File: src/rtl/mem_stage_ctrl_if.sv
// mem_stage_ctrl_if: MEM-stage request/response bundle between the pipeline
// (EX/MEM and MEM/WB registers) and the data-memory access unit.
//   enable_MEM, rw_MEM, size_MEM, addr_MEM, wdata_MEM : request from EX/MEM
//   rdata, stall, done, fault                          : response to pipeline
// Modports: master = pipeline side, slave = memory access unit.
interface mem_stage_ctrl_if;
    logic        enable_MEM;
    logic        rw_MEM;
    logic [1:0]  size_MEM;
    logic [31:0] addr_MEM;
    logic [31:0] wdata_MEM;
    logic [31:0] rdata;
    logic        stall;
    logic        done;
    logic        fault;

    modport master (
        output enable_MEM, rw_MEM, size_MEM, addr_MEM, wdata_MEM,
        input  rdata, stall, done, fault
    );

    modport slave (
        input  enable_MEM, rw_MEM, size_MEM, addr_MEM, wdata_MEM,
        output rdata, stall, done, fault
    );
endinterface

File: src/rtl/mem_stage_ctrl.sv
// mem_stage_ctrl: multi-cycle MEM-stage data-memory access unit.
// Serialises byte/halfword/word loads and stores onto an internal byte-wide
// RAM (Mem, 2**ADDR_W bytes), one byte per cycle, big-endian, and holds the
// pipeline with a combinational stall until the access completes.
// Ports:
//   CLK  - clock, rising edge
//   CLR  - asynchronous active-high reset (RAM contents are kept)
//   bus  - mem_stage_ctrl_if.slave: request in, rdata/stall/done/fault out
// Optional feature: define MEM_ALIGN_CHECK_EN to reject misaligned halfword
// and word accesses with a one-cycle fault/done pulse; otherwise fault = 0.
module mem_stage_ctrl #(
    parameter int unsigned ADDR_W = 8
) (
    input  logic              CLK,
    input  logic              CLR,
    mem_stage_ctrl_if.slave   bus
);

    typedef enum logic [1:0] {StIdle, StAccess, StDone} state_e;

    logic [7:0] Mem [2**ADDR_W];

    state_e            state_q, state_d;
    logic [1:0]        count_q, count_d;
    logic [1:0]        last_q, last_d;    // N-1 for the captured size
    logic [ADDR_W-1:0] base_q, base_d;
    logic [31:0]       wdata_q, wdata_d;
    logic              rw_q, rw_d;
    logic [23:0]       asm_q, asm_d;      // load bytes collected so far
    logic [31:0]       rdata_q, rdata_d;

    logic [ADDR_W-1:0] mem_addr;
    logic [7:0]        mem_rbyte;
    logic [1:0]        byte_sel;
    logic [7:0]        mem_wbyte;
    logic              mem_we;
    logic [1:0]        size_last;

`ifdef MEM_ALIGN_CHECK_EN
    logic fault_q, fault_d;
    logic misalign;
`endif

    // Address arithmetic wraps naturally at ADDR_W bits.
    assign mem_addr  = base_q + ADDR_W'(count_q);
    assign mem_rbyte = Mem[mem_addr];
    // Big-endian: the first transferred byte is the MSB of the sized datum.
    assign byte_sel  = last_q - count_q;
    assign mem_wbyte = wdata_q[{byte_sel, 3'b000} +: 8];
    assign mem_we    = (state_q == StAccess) && rw_q;

    always_comb begin
        size_last = 2'd3;
        unique case (bus.size_MEM)
            2'b00:   size_last = 2'd0;
            2'b01:   size_last = 2'd1;
            default: size_last = 2'd3;   // word and reserved encoding
        endcase
    end

`ifdef MEM_ALIGN_CHECK_EN
    assign misalign = ((bus.size_MEM == 2'b01) && bus.addr_MEM[0]) ||
                      (bus.size_MEM[1] && (bus.addr_MEM[1:0] != 2'b00));
`endif

    always_comb begin
        state_d = state_q;
        count_d = count_q;
        last_d  = last_q;
        base_d  = base_q;
        wdata_d = wdata_q;
        rw_d    = rw_q;
        asm_d   = asm_q;
        rdata_d = rdata_q;
`ifdef MEM_ALIGN_CHECK_EN
        fault_d = 1'b0;
`endif
        unique case (state_q)
            StIdle: begin
                if (bus.enable_MEM) begin
                    base_d  = bus.addr_MEM[ADDR_W-1:0];
                    wdata_d = bus.wdata_MEM;
                    rw_d    = bus.rw_MEM;
                    last_d  = size_last;
                    count_d = 2'd0;
                    asm_d   = 24'd0;
                    state_d = StAccess;
`ifdef MEM_ALIGN_CHECK_EN
                    if (misalign) begin
                        state_d = StDone;
                        fault_d = 1'b1;
                    end
`endif
                end
            end
            StAccess: begin
                count_d = count_q + 2'd1;
                if (!rw_q) begin
                    asm_d = {asm_q[15:0], mem_rbyte};
                end
                if (count_q == last_q) begin
                    state_d = StDone;
                    // asm_q was cleared at capture, so this zero-extends.
                    if (!rw_q) begin
                        rdata_d = {asm_q, mem_rbyte};
                    end
                end
            end
            StDone: begin
                // EX/MEM still holds the finished instruction: do not resample.
                state_d = StIdle;
            end
            default: state_d = StIdle;
        endcase
    end

    always_ff @(posedge CLK or posedge CLR) begin
        if (CLR) begin
            state_q <= StIdle;
            count_q <= 2'd0;
            last_q  <= 2'd0;
            base_q  <= '0;
            wdata_q <= 32'd0;
            rw_q    <= 1'b0;
            asm_q   <= 24'd0;
            rdata_q <= 32'd0;
        end else begin
            state_q <= state_d;
            count_q <= count_d;
            last_q  <= last_d;
            base_q  <= base_d;
            wdata_q <= wdata_d;
            rw_q    <= rw_d;
            asm_q   <= asm_d;
            rdata_q <= rdata_d;
        end
    end

`ifdef MEM_ALIGN_CHECK_EN
    always_ff @(posedge CLK or posedge CLR) begin
        if (CLR) begin
            fault_q <= 1'b0;
        end else begin
            fault_q <= fault_d;
        end
    end
    assign bus.fault = fault_q;
`else
    assign bus.fault = 1'b0;
`endif

    // RAM is deliberately not reset.
    always_ff @(posedge CLK) begin
        if (mem_we) begin
            Mem[mem_addr] <= mem_wbyte;
        end
    end

    assign bus.stall = !CLR &&
                       (((state_q == StIdle) && bus.enable_MEM) || (state_q == StAccess));
    assign bus.done  = (state_q == StDone);
    assign bus.rdata = rdata_q;

endmodule

File: src/flat_wrapper.sv
// flat-port wrapper written by rule: the top's interface ports become plain ports
module mem_stage_ctrl_flat 
#(
    parameter int unsigned ADDR_W = 8
)
  (CLK, CLR, bus_enable_MEM, bus_rw_MEM, bus_size_MEM, bus_addr_MEM, bus_wdata_MEM, bus_rdata, bus_stall, bus_done, bus_fault);
  mem_stage_ctrl_if bus_i ();
  input  logic CLK;
  input  logic CLR;
  input wire logic [$bits(bus_i.enable_MEM)-1:0] bus_enable_MEM;
  input wire logic [$bits(bus_i.rw_MEM)-1:0] bus_rw_MEM;
  input wire logic [$bits(bus_i.size_MEM)-1:0] bus_size_MEM;
  input wire logic [$bits(bus_i.addr_MEM)-1:0] bus_addr_MEM;
  input wire logic [$bits(bus_i.wdata_MEM)-1:0] bus_wdata_MEM;
  output wire logic [$bits(bus_i.rdata)-1:0] bus_rdata;
  output wire logic [$bits(bus_i.stall)-1:0] bus_stall;
  output wire logic [$bits(bus_i.done)-1:0] bus_done;
  output wire logic [$bits(bus_i.fault)-1:0] bus_fault;
  assign bus_i.enable_MEM = bus_enable_MEM;
  assign bus_i.rw_MEM = bus_rw_MEM;
  assign bus_i.size_MEM = bus_size_MEM;
  assign bus_i.addr_MEM = bus_addr_MEM;
  assign bus_i.wdata_MEM = bus_wdata_MEM;
  assign bus_rdata = bus_i.rdata;
  assign bus_stall = bus_i.stall;
  assign bus_done = bus_i.done;
  assign bus_fault = bus_i.fault;
  mem_stage_ctrl #(.ADDR_W(ADDR_W)) u_core (.CLK(CLK), .CLR(CLR), .bus(bus_i));
endmodule
File: config.mk
export PLATFORM = sky130hd
export DESIGN_NAME = mem_stage_ctrl_flat
export DESIGN_NICKNAME = d
export VERILOG_FILES = /design/src/rtl/mem_stage_ctrl_if.sv /design/src/rtl/mem_stage_ctrl.sv /design/src/flat_wrapper.sv
export SDC_FILE = /design/constraint.sdc
export NUM_CORES = 2
export LEC_CHECK = 0
export CAP_MARGIN = 0
export CORE_ASPECT_RATIO = 0.5
export CORE_MARGIN = 5
export CORE_UTILIZATION = 35
export DETAILED_ROUTE_END_ITERATION = 8
export DONT_BUFFER_PORTS = 1
export PLACE_DENSITY = 0.47
export SLEW_MARGIN = 10
export SYNTH_ARGS = -nofsm -noshare
export SYNTH_HDL_FRONTEND = slang
export SYNTH_SLANG_ARGS = --single-unit
File: constraint.sdc
create_clock -name CLK -period 10.3 [get_ports CLK]
set_input_delay 1.03 -clock CLK [delete_from_list [all_inputs] [get_ports CLK]]
set_output_delay 1.03 -clock CLK [all_outputs]
set_load 0.02 [all_outputs]
# Word level (Yosys, flattened, before mapping)
# Memories as Yosys holds them, arrays and structs flattened.
# Cells that the tools add are included.
# totals
regBits,103
ramBits,2048
input_bits,70
out_inout_bits,35
wordCells,45
mem_count,1
# op_classes
addsub,3
n_eq_ne,7
n_shift,1
muxes,11
n_bitwise,1
reduce_logical,13
# memory_table
memory,words,width,read_ports,rd_ports_with_merged_regs,write_ports,line,source
u_core.Mem,256,8,1,0,1,mem_stage_ctrl.sv:21,logic [7:0] Mem [2**ADDR_W];
# ops
cell,count
24-bit 2-to-1 mux,2
24-bit one-hot mux with 2 select lines,1
32-bit by 6-bit indexed part select with 8-bit output,1
2-bit one-hot mux with 2 select lines,3
8-bit by 2-bit adder with 8-bit output,1
2-bit 2-to-1 mux,3
2-bit AND reduction,3
3-bit AND reduction,2
2-bit by 1-bit equality test with 1-bit output (second input constant),2
2-bit zero test,2
2-bit != test (second input constant),2
1-bit logical AND,3
2-bit by 1-bit adder with 2-bit output (second input constant),1
2-bit equality test,1
2-bit equality test (second input constant),1
1-bit 2-to-1 mux,2
2-bit by 1-bit != test with 1-bit output (second input constant),1
2-bit nonzero test,1
2-bit subtractor,1
1-bit zero test,1
1-bit logical OR,1
1-bit inverter,1

# Depth between registers and ports, before layout
# depth
ltp_word,4
ltp_mapped,15
ltp_nobuf,10

# Worst setup path after synthesis
# No wires, ideal clock.
# synth_timing
kind,register -> register
startpoint,reg u_core.count_q[1]
endpoint,"mem u_core.Mem[0][0], data pin"
setup_ps,552
arrival_time_ps,3514
t_required_ps,9748
setup_slack_ps,6234
path_stages_with_launch,4
n_path_buf,0
period_less_slack_ps,4066
cell_sequence,dfrtp_1 xnor2_1 xor2_1 mux4_2
# synth_via
elab_chain_cells,2
# synth_rtl
item,line,source
"start, declared",mem_stage_ctrl.sv:24,"logic [1:0] count_q, count_d;"
"start signal, assigned",mem_stage_ctrl.sv:129,count_q <= count_d;
2-bit subtractor,mem_stage_ctrl.sv:48,assign byte_sel = last_q - count_q;
32-bit by 6-bit indexed part select with 8-bit output,mem_stage_ctrl.sv:49,"assign mem_wbyte = wdata_q[{byte_sel, 3'b000} +: 8];"
named net u_core.mem_wbyte[0],mem_stage_ctrl.sv:35,logic [7:0] mem_wbyte;
"end, declared",mem_stage_ctrl.sv:21,
# The timed path passes the listed nets, and every way through them passes these cells.

# Worst setup path after layout
# layout_timing
startpoint,reg u_core.count_q[0]
endpoint,"reg u_core.rdata_q[0], in the netlist u_core.bus.rdata[0]"
# layout_via
elab_chain_cells,2
word_cells_on_any_way,4
cone_classes,1 x add/sub; 1 x eq/ne; 1 x reduce/logical; 1 x memory
# layout_rtl
item,line,source
8-bit by 2-bit adder with 8-bit output / 2-bit equality test (equally long branches),"mem_stage_ctrl.sv:45, mem_stage_ctrl.sv:101",
memory 256 x 8 bit / 3-bit AND reduction (equally long branches),--,
"end signal, assigned",mem_stage_ctrl.sv:135,rdata_q <= rdata_d;
"end, declared",mem_stage_ctrl.sv:30,"logic [31:0] rdata_q, rdata_d;"
# Parallel ways exist; a longest one is shown, timed or not.
# A chain may end at the register's enable or synchronous reset.

==> metrics.csv <==
stage;metric;value;unit
placement;port bufs;0;
clock_network;CTS tree;done;
clock_network;Clock Latency Late Sink;830;ps
clock_network;clock sinks;2151;
flow_run;number of max-cap violations;0;
synth;#FFs+latches synth;2151;
global_routing;gr ovfl total;0;
routing;Final ANT Viol Nets;0;
die;core area;0.239;sq mm
global_routing;first-pass GRT wire length;327;mm
timing;slew margin rel.;0.139;
clock_network;# H-tree levels;4;
setup_path;R2R depth;10;
timing;Final Hold Fails;0;
synth;post-synthesis cell area;0.0838;sq mm
timing;final setup vio count;0;
global_routing;initial antenna violation count;20;
clock_network;deepest clock path buffer count;4;
clock_network;CTS buffer count;207;
synth;share of flip-flops with an asynchronous set or reset;0.0479;
die;Die Y;356;um
timing;Peak Freq;0.163;GHz
die;Horiz. Die Dim;702;um
global_routing;GR Util All Layers;0.183;
placement;GPL Wtd Cong;0.773;
setup_path;critical path cell sequence;ha_4 > fa_4 > buf_12 > buf_4 > mux4_2 > mux4_2 > nor2_1 > a211o_1 > o211ai_1 > mux2_2;
setup_path;critical path class;flip-flop to flip-flop;
routing;via density per instance;5.46;
placement;pre-CTS setup slack;4220;ps
layout;layout cells sized above 1;0.243;
synth;Post-Syn Area per Cell;20.9;sq um
setup_path;Critical Path AT;6840;ps
layout;final cell count without fillers;7470;
clock_network;CTS root buf;clkbuf_16;
setup_path;Setup crit start kind;flip-flop;
timing;fin. max-slew vios;0;
die;# rows;127;
setup_path;Crit-path slowest cell;fa_4;
clock_network;hold-fix buffers at CTS;0;
layout;commonest non-fill, non-tap cell in the layout;edfxtp_1;
timing;clock skew;31.2;ps
timing;final setup margin;4180;ps
timing;period utilization;0.595;
timing;WHS;186;ps
timing;RSZ-0062 raised after global routing;no;
routing;WL final;231;mm
setup_path;CP most frequent cell;mux4_2;
placement;Placed Cells;7094;
layout;post-layout net count;4152;
synth;syn_nets;4081;
placement;HPWL Detailed;138;mm
routing;Vias;40800;
layout;commonest cells after routing, fill and taps aside;edfxtp_1 (2,048), mux4_2 (538), nand2_1 (307);
synth;Netlist cell types;71;
die;io pins;105;
global_routing;vias in the first global route;41800;
setup_path;CP Max Fanout;82;
die;die footprint;0.250;sq mm
clock_network;Setup Buffers After CTS;0;
synth;post-synthesis sequential area ratio;0.765;
global_routing;largest net degree at the start of global routing;198;
routing;per-cell routed wire length;30.9;um
setup_path;CP endpoint kind;flip-flop;
synth;Mapped Cells;4007;
min_path;Hold WC Path Type;input port to async pin;
clock_network;Clk pin slew, worst setup/hold paths;60;ps
routing;DR DRC count;0;
layout;area grow syn2layout;12.4;%
routing;DR pass1 iterations;5;
routing;drt initial violations;4261;
setup_path;Critical Path RT;11020;ps
setup_path;Worst path max stage delay;1390;ps
timing;Final TNS setup;0;ps
layout;FILL cells;21400;
clock_network;post-CTS sizing;0;
synth;yosys warns;0;
timing;Worst Tran Pin Value;1290;ps
timing;Final min period;6120;ps
synth;EDFF count, synth;2048;
synth;Most used DFF post-synth;edfxtp_1;
die;initial core utilization;0.351;
status;status;finished, final reports clean;
==> routing by layer <==
metal,global-route usage,wire length (um)
met1,0.272,105000
met2,0.282,106000
met3,0.0333,15500
met4,0.0376,4500
met5,0,37
==> cell families after synthesis <==
group / Yosys count / share of synthesized area
flip-flops: 2151 / 0.765
AND/OR/NAND/NOR: 729 / 0.0357
multiplexers: 643 / 0.161
buffers and inverters: 242 / 0.0155
AO/OA/AOI/OAI: 229 / 0.0213
XOR/XNOR: 8 / 0.000836
adder cells (fa/ha/maj): 4 / 0.000687
other: 1 / 0.0000447
==> state kept, by name (all words and copies together) (netlist names) <==
signal and count:
u_core.Mem 2048, u_core.asm_q 24, u_core.base_q 8, u_core.bus.rdata 32, u_core.count_q 2, u_core.last_q 2
u_core.rw_q 1, u_core.state_q 2, u_core.wdata_q 32
==> final timing paths <==
kind	from	endpoint	slack, ps
worst max-delay path	u_core.count_q[0]	u_core.bus.rdata[0]	4180
worst min-delay path	CLR	u_core.bus.rdata[11]	190
worst max register to register	u_core.count_q[0]	u_core.bus.rdata[0]	4180
worst min register to register	u_core.asm_q[17]	u_core.bus.rdata[25]	490
max in group asynchronous	CLR	u_core.base_q[0]	8900
min in group CLK	bus_size_MEM[1]	u_core.last_q[1]	350
==> critical path, delay by kind of cell, from the launching register on <==
kind                     cells  cell delay, ps
multiplexers                 3            1480
AO/OA/AOI/OAI                2             870
flip-flops                   1             550
buffers and inverters        2             980
AND/OR/NAND/NOR              1             170
adder cells (fa/ha/maj)      2            1660
==> cell usage after synthesis, types with 31 or more instances <==
| cell type | number | area share |
|---|---|---|
| mux2_2 | 47 | 0.0063 |
| clkbuf_1 | 100 | 0.0045 |
| buf_4 | 40 | 0.0036 |
| buf_2 | 55 | 0.0033 |
| nand2_1 | 323 | 0.014 |
| a21oi_1 | 37 | 0.0022 |
| mux4_2 | 546 | 0.15 |
| dfrtp_1 | 103 | 0.031 |
| nand3_1 | 40 | 0.0024 |
| mux2i_1 | 37 | 0.0044 |
| nor2_1 | 288 | 0.013 |
| a22o_1 | 31 | 0.0032 |
| edfxtp_1 | 2048 | 0.73 |
==> per-stage QoR <==
stage / utilization / area, sq um
2_1_floorplan: - / 83800
3_3_place_gp: 0.367 / 87600
3_5_place_dp: 0.367 / 87600
4_1_cts: 0.394 / 94200
5_1_grt: 0.394 / 94200
6_report: 0.394 / 94200
==> final cells by class <==
| cell class | count | area [sq um] | area share |
|---|---|---|---|
| clock buffers | 250 | 5480 | 0.0582 |
| diodes | 4 | 10.0 | 0.000106 |
| clock inverters | 122 | 1050 | 0.0112 |
| well taps | 3225 | 4040 | 0.0428 |
| repair buffers | 98 | 873 | 0.00927 |
| multi-input cells | 1614 | 18600 | 0.198 |
| flip-flops and latches | 2151 | 64100 | 0.680 |
| inverters | 6 | 25.0 | 0.000266 |
Power is left out: the tool's default activity adds up to more than one toggle a clock period on the data nets, which glitch-free logic cannot reach.
